[config.mk]
export PLATFORM = sky130hd
export DESIGN_NAME = operand_sequencer
export DESIGN_NICKNAME = d
export VERILOG_FILES = /design/src/rtl/operand_sequencer_pkg.sv /design/src/rtl/operand_sequencer_mux3x1.sv /design/src/rtl/operand_sequencer.sv
export SDC_FILE = /design/constraint.sdc
export NUM_CORES = 1
export LEC_CHECK = 0
export BUFFER_PORTS_ARGS = -buffer_cell sky130_fd_sc_hd__buf_4
export CORE_MARGIN = 4
export CORE_UTILIZATION = 41
export DETAILED_ROUTE_END_ITERATION = 8
export GPL_TIMING_DRIVEN = 0
export PLACE_DENSITY = 0.71
export RECOVER_POWER = 25
export SLEW_MARGIN = 20
export SYNTH_ARGS = -nofsm -noshare
export SYNTH_HDL_FRONTEND = slang
export SYNTH_SLANG_ARGS = --single-unit
[constraint.sdc]
create_clock -name clk -period 2.1 [get_ports clk]
set_input_delay 0.21 -clock clk [delete_from_list [all_inputs] [get_ports clk]]
set_output_delay 0.21 -clock clk [all_outputs]
set_load 0.005 [all_outputs]
[src/rtl/operand_sequencer_pkg.sv]
// Shared fixed-point definitions for the operand sequencer: default word
// geometry, row-select codes and FSM state encoding.
package operand_sequencer_pkg;

  localparam int unsigned DEF_INT_LENGTH  = 5;
  localparam int unsigned DEF_FRAC_LENGTH = 12;

  localparam logic [1:0] SEL_ROW0 = 2'b00;
  localparam logic [1:0] SEL_ROW1 = 2'b01;
  localparam logic [1:0] SEL_ROW2 = 2'b10;
  localparam logic [1:0] SEL_NONE = 2'b11;

  typedef enum logic [1:0] {
    IDLE = 2'd0,
    ROW0 = 2'd1,
    ROW1 = 2'd2,
    ROW2 = 2'd3
  } state_t;

endpackage

[src/rtl/operand_sequencer_mux3x1.sv]
// Three-way word selector driven by a row-select code; SEL_NONE yields zero.
module mux3x1
  import operand_sequencer_pkg::*;
#(
  parameter int unsigned W = DEF_INT_LENGTH + DEF_FRAC_LENGTH
) (
  input  logic [W-1:0] a,
  input  logic [W-1:0] b,
  input  logic [W-1:0] c,
  input  logic [1:0]   sel,
  output logic [W-1:0] y
);

  always_comb begin
    y = '0;
    case (sel)
      SEL_ROW0: y = a;
      SEL_ROW1: y = b;
      SEL_ROW2: y = c;
      default:  y = '0;
    endcase
  end

endmodule

[src/rtl/operand_sequencer.sv]
// Accepts one matrix column (three rows) per handshake and serializes it onto
// a single-element output stream, tagging row, column and frame boundaries.
module operand_sequencer
  import operand_sequencer_pkg::*;
#(
  parameter int unsigned INT_LENGTH  = DEF_INT_LENGTH,
  parameter int unsigned FRAC_LENGTH = DEF_FRAC_LENGTH,
  parameter int unsigned N_COLS      = 3
) (
  input  logic                              clk,
  input  logic                              rst_n,
  input  logic                              in_valid,
  output logic                              in_ready,
  input  logic [INT_LENGTH+FRAC_LENGTH-1:0] in_a,
  input  logic [INT_LENGTH+FRAC_LENGTH-1:0] in_b,
  input  logic [INT_LENGTH+FRAC_LENGTH-1:0] in_c,
  output logic                              out_valid,
  input  logic                              out_ready,
  output logic [INT_LENGTH+FRAC_LENGTH-1:0] out_data,
  output logic [1:0]                        out_sel,
  output logic                              out_last,
  output logic [1:0]                        out_col,
  output logic                              out_frame_end
);

  localparam int unsigned W = INT_LENGTH + FRAC_LENGTH;
  localparam logic [1:0] LAST_COL = 2'(N_COLS - 1);

  state_t         state_q, state_d;
  logic [W-1:0]   a_q, b_q, c_q;
  logic [1:0]     col_q;
  logic           accept;
  logic           col_done;

  assign accept   = in_valid & in_ready;
  assign col_done = (state_q == ROW2) & out_ready;

  always_ff @(posedge clk or negedge rst_n) begin
    if (!rst_n) begin
      state_q <= IDLE;
    end else begin
      state_q <= state_d;
    end
  end

  // Next state and state-decoded handshake/tag outputs.
  always_comb begin
    state_d  = state_q;
    in_ready = 1'b0;
    out_valid = 1'b0;
    out_sel  = SEL_NONE;
    out_last = 1'b0;
    case (state_q)
      IDLE: begin
        in_ready = 1'b1;
        if (in_valid) state_d = ROW0;
      end
      ROW0: begin
        out_valid = 1'b1;
        out_sel   = SEL_ROW0;
        if (out_ready) state_d = ROW1;
      end
      ROW1: begin
        out_valid = 1'b1;
        out_sel   = SEL_ROW1;
        if (out_ready) state_d = ROW2;
      end
      ROW2: begin
        out_valid = 1'b1;
        out_sel   = SEL_ROW2;
        out_last  = 1'b1;
        in_ready  = out_ready;
        if (out_ready) state_d = in_valid ? ROW0 : IDLE;
      end
      default: state_d = IDLE;
    endcase
  end

  // Column holding registers load only on accept, so the payload is frozen
  // for the whole column regardless of what the source does afterwards.
  always_ff @(posedge clk or negedge rst_n) begin
    if (!rst_n) begin
      a_q <= '0;
      b_q <= '0;
      c_q <= '0;
    end else if (accept) begin
      a_q <= in_a;
      b_q <= in_b;
      c_q <= in_c;
    end
  end

  always_ff @(posedge clk or negedge rst_n) begin
    if (!rst_n) begin
      col_q <= '0;
    end else if (col_done) begin
      col_q <= (col_q == LAST_COL) ? 2'd0 : col_q + 2'd1;
    end
  end

  assign out_col       = col_q;
  assign out_frame_end = out_last & (col_q == LAST_COL);

  mux3x1 #(.W(W)) u_mux (
    .a   (a_q),
    .b   (b_q),
    .c   (c_q),
    .sel (out_sel),
    .y   (out_data)
  );

endmodule

# Yosys cells after proc, flatten, opt, wreduce, memory -nomap -nowiden
# Index checks and enable logic that the tools add are counted.
[word_totals]
word_cells = 35
reg_bits = 55
[classes]
bitwise_logic = 3
n_mux = 12
n_reduce_logical = 4
n_addsub = 1
n_eq_ne = 10
[ops]
columns = ["cell", "n"]
rows = [
  ["$pmux W17 S3", 1],
  ["$mux W2", 5],
  ["$eq A2 B2 Y1 const B", 4],
  ["$ne A2 B2 Y1 const B", 4],
  ["$pmux W2 S4", 1],
  ["$pmux W2 S3", 1],
  ["$eq A2 B1 Y1 const B", 2],
  ["$logic_not A2 Y1", 2],
  ["$reduce_and A4 Y1", 1],
  ["$and A1 B1 Y1", 3],
  ["$mux W1", 3],
  ["$reduce_or A3 Y1", 1],
  ["$add A2 B1 Y2 const B", 1],
  ["$pmux W1 S2", 1],
]

# Depth between registers and ports, before layout
[logic_depth]
ltp_word = 4
mapped_depth = 6
depth_no_buf = 5

# By module
# A second synthesis with hierarchy kept.
[unflattened]
cells_unflattened = 183
hier_area_um2 = 2730.1
[modules_own_cells]
columns = ["mod", "instances", "seq_area_each_um2", "area_per_inst_um2", "cells_per_inst"]
rows = [
  ["operand_sequencer", 1, 1376.3, 2260.9, 142],
  ["mux3x1", 1, 0.0, 469.2, 41],
]

# Worst setup path before layout
# Ideal clock, no wire load.
[synth_timing]
path_kind = "register -> register"
startpoint = "register state_q[0]"
endpoint = "register a_q[0]"
required_time_ns = 1.975
path_stages_with_launch = 6
period_less_slack_ns = 1.810
arrival_time_ns = 1.685
path_slack_ns = 0.290
cell_sequence = "dfrtp_1 > inv_1 > ha_1 > nor3b_4 > buf_6 > mux2_2"
[synth_between]
elab_chain_len = 3
[synth_rtl]
columns = ["item", "line_no", "text"]
rows = [
  ["start, declared", "operand_sequencer.sv:29", "state_t state_q, state_d;"],
  ["start signal, assigned", "operand_sequencer.sv:42", "state_q <= state_d;"],
  ["$eq A2 B2 Y1 or $logic_not A2 Y1 (tied branches)", "operand_sequencer.sv:53", "case (state_q)"],
  ["$pmux W1 S2 (*)", "operand_sequencer.sv:53", ""],
  ["$and A1 B1 Y1 (*)", "operand_sequencer.sv:35", "assign accept = in_valid & in_ready;"],
  ["end signal, assigned", "operand_sequencer.sv:87", "a_q <= in_a;"],
  ["end, declared", "operand_sequencer.sv:30", "logic [W-1:0] a_q, b_q, c_q;"],
]
# Mark *: on every way between the ends. The rest lies on a longest branch, timed or not.
# A chain may end at the register's enable or synchronous reset.

# Worst setup path after layout
[layout_timing]
startpoint = "register state_q[1]"
endpoint = "output out_data[0]"
[layout_between]
elab_chain_len = 4
[layout_rtl]
columns = ["item", "line_no", "text"]
rows = [
  ["$eq A2 B2 Y1 or $eq A2 B1 Y1 (tied branches)", "operand_sequencer.sv:53", ""],
  ["$pmux W2 S3 (*)", "operand_sequencer.sv:53", ""],
  ["$eq A2 B2 Y1, or another cell as far along", "operand_sequencer_mux3x1.sv:16", "case (sel)"],
  ["$pmux W17 S3 (*)", "operand_sequencer_mux3x1.sv:16", ""],
  ["end, declared", "operand_sequencer.sv:19", "output logic [INT_LENGTH+FRAC_LENGTH-1:0] out_data,"],
]
# Marked as above.

==> impl_metrics.env <==
export IMPL_synth_xor_xnor_area_share_pct=0
export IMPL_final_seq_area_mm2=0.00138
export IMPL_synth_top_family_by_area="multiplexers"
export IMPL_worst_path_stages=5
export IMPL_ys_ff_latch=55
export IMPL_cts_sinks=55
export IMPL_post_place_ws_ps=-249
export IMPL_antenna_cells=0
export IMPL_critPathLaunchType="flip-flop"
export IMPL_cts_buffer_depth=2
export IMPL_die_w_um=86.0
export IMPL_std_cell_rows=28
export IMPL_via_per_inst=5.34
export IMPL_dr_total_vias=1843
export IMPL_port_buffers=79
export IMPL_grt_pass1_wl_mm=9.52
export IMPL_area_growth_synth_to_final_pct=34.2
export IMPL_multi_input_area_mm2=0.00104
export IMPL_post_dp_hpwl_mm=4.20
export IMPL_die_area_mm2=0.00740
export IMPL_required_ps=1890
export IMPL_htreeDepth=2
export IMPL_hold_path_class="input pin to flip-flop"
export IMPL_place_congestion=0.715
export IMPL_numCtsBuffers=5
export IMPL_totalWireLength_mm=5.99
export IMPL_dp_cells=338
export IMPL_root_buffer="clkbuf_8"
export IMPL_path_clk_slew_ps=90
export IMPL_coreArea_mm2=0.00592
export IMPL_overflow=0
export IMPL_die_height_um=86.0
export IMPL_setup_worst_path_end="out_data[0]"
export IMPL_synthAdderAreaFrac_pct=2.51
export IMPL_drive_gt1_share_pct=58.5
export IMPL_timing_final_ws_setup_ps=108
export IMPL_initial_utilization_pct=42.2
export IMPL_clock_skew_ps=3.92
export IMPL_ys_seq_area_share_pct=55.1
export IMPL_final_common_cell="buf_4"
export IMPL_slowest_delay_ps=450
export IMPL_crit_path_end_kind="output pin"
export IMPL_synth_mux_area_share_pct=23.4
export IMPL_antenna_found_initial=0
export IMPL_grtUsageTotal_pct=16.9
export IMPL_rsz0062_at_grt="no"
export IMPL_synth_compound_area_share_pct=9.42
export IMPL_grt_pass1_vias=1932
export IMPL_yosysWarnings=0
export IMPL_most_common_layout_cells="buf_4 (79), dfrtp_1 (54), mux2_2 (51)"
export IMPL_syn_nets=244
export IMPL_max_freq_mhz=502
export IMPL_dr_pass1_iters=4
export IMPL_antenna_left=0
export IMPL_fin_crit_sh_pct=94.8
export IMPL_hold_violations=0
export IMPL_syn_inst=184
export IMPL_path_class="flip-flop to output pin"
export IMPL_relSlewSlack_pct=11.1
export IMPL_crit_start="state_q[1]$_DFFE_PN0P_"
export IMPL_final_nets=330
export IMPL_status="complete, no violations"
export IMPL_syn_area_mm2=0.00250
export IMPL_grt_max_degree=56
export IMPL_tightest_slew_ps=1330
export IMPL_fin_util_pct=56.6
export IMPL_slowest_stage="dfrtp_2"
export IMPL_crit_chain="inv_1 -> ha_2 -> buf_2 -> nor2_1 -> buf_4"
export IMPL_drc=0
export IMPL_wl_per_cell_um=17.4
export IMPL_cts_tree="done"
export IMPL_synth_cell_types=24
export IMPL_syn_area_per_cell_um2=13.6
export IMPL_p_per_area_mw_per_mm2=1560
export IMPL_first_iter_violations=145
export IMPL_p_leak_nw=1.54
export IMPL_maxCapViolCount=0
export IMPL_r2r_cells=7
export IMPL_path_buf_inv=3
export IMPL_irDropWorstVdd_v=0.000678
export IMPL_clk_latency_ps=300
export IMPL_fin_cells=345
export IMPL_n_fill_cell=536
export IMPL_crit_fanout=10
export IMPL_r2r_start="state_q[1]$_DFFE_PN0P_"
export IMPL_arrival_ps=1780
export IMPL_setup_violations=0
export IMPL_ff2ff_setup_slack_ps=130
export IMPL_pin_count=80
export IMPL_synth_simple_area_share_pct=5.31
export IMPL_slew_viol_final=0
export IMPL_critical_path_top_delay_family="buffers and inverters"
export IMPL_period_needed_ps=1990
export IMPL_r2r_end="a_q[7]$_DFFE_PN0P_"
==> state kept, by name (all words and copies together), names as in the netlist <==
register / flops
a_q: 17
state_q: 2
out_col: 2
c_q: 17
b_q: 17
==> worst min-delay path by stage <==
stage / startpoint / end / slack, ps / depth (start not counted)
2_1_floorplan: rst_n / a_q[0]$_DFFE_PN0P_ / -90 / 0
3_3_place_gp: rst_n / a_q[13]$_DFFE_PN0P_ / 310 / 1
3_5_place_dp: rst_n / a_q[14]$_DFFE_PN0P_ / 300 / 1
4_1_cts: in_b[11] / b_q[11]$_DFFE_PN0P_ / 120 / 2
5_1_grt: in_c[6] / c_q[6]$_DFFE_PN0P_ / 120 / 2
6_report: in_a[13] / a_q[13]$_DFFE_PN0P_ / 130 / 2
==> logic make-up after synthesis <==
kind of cell / count (synthesis)
DFF: 55
muxes: 52
and+or+nand+nor: 28
AOI/OAI and AO/OA: 26
buffers and inverters: 18
adders and majority gates: 5
==> layer usage <==
metal / up-vias / routed length (um) / GRT usage (%)
li1: 856 / - / -
met1: 910 / 2680 / 22.9
met2: 73 / 2800 / 25.9
met3: 4 / 437 / 4.71
met4: 0 / 69 / 6.19
met5: - / 0 / 0
==> power breakdown <==
part | internal [mW] | switching (mW) | total [mW]
logic | 1.58 | 1.15 | 2.73
registers | 1.61 | 0.301 | 1.91
clock network | 0.260 | 0.318 | 0.578
total | 3.45 | 1.77 | 5.22
==> cells in the mapped netlist, drive strengths merged <==
master,n,area share (%)
nand2b,1,0.25
o2111ai,1,0.35
ha,5,2.5
clkbuf,6,0.90
nand2,3,0.45
a222oi,17,6.8
mux2,51,23
o21a,1,0.30
mux2i,1,0.40
a21oi,1,0.35
nor3b,1,0.75
nor2,19,2.9
or2,1,0.25
buf,7,2.6
nor3,2,0.40
o22ai,1,0.25
nor4b,1,0.35
o211ai,1,0.30
dfrtp,55,55
inv,5,0.75
o21ai,2,0.40
a21o,1,0.30
a22o,1,0.35
==> worst register-to-register path, delay by kind of cell, from the launching register on <==
family                   cells  cell delay [ps]
buffers and inverters        3              470
adder cells (fa/ha/maj)      1              280
flip-flops                   1              450
multiplexers                 1              350
AO/OA/AOI/OAI                1               70
AND/OR/NAND/NOR              1              230
==> stage by stage <==
stage	TNS [ps]	hold WS, ps	total power, mW	cell area (um2)
after floorplan	0	-85.6	3.49	2500
after global placement	-1950	306	4.44	3180
after detailed placement	-2330	300	4.52	3180
after CTS	0	118	5.17	3310
after global routing	0	121	5.59	3350
final	0	133	5.22	3350
==> area by class of cell <==
| cell class | instances | area share, % |
|---|---|---|
| buffer | 10 | 2.99 |
| clock buffer | 6 | 2.46 |
| clock inverter | 1 | 0.149 |
| inverter | 5 | 0.560 |
| multi-input combinational | 111 | 31.2 |
| sequential | 55 | 41.1 |
| tap | 75 | 2.80 |
| timing repair buffer | 82 | 18.7 |
==> repair_timing <==
| item | CTS | global route |
|---|---|---|
| pin swaps | 1 | 3 |
| cloned | 0 | 0 |
| endpoints found under the setup margin | 19 | 25 |
| gates resized for setup | 12 | 13 |
| hold buffers | 1 | 0 |
| hold endpoints to repair | 55 | 0 |
| setup buffers | 1 | 1 |
(Power assumes the default switching activity.)
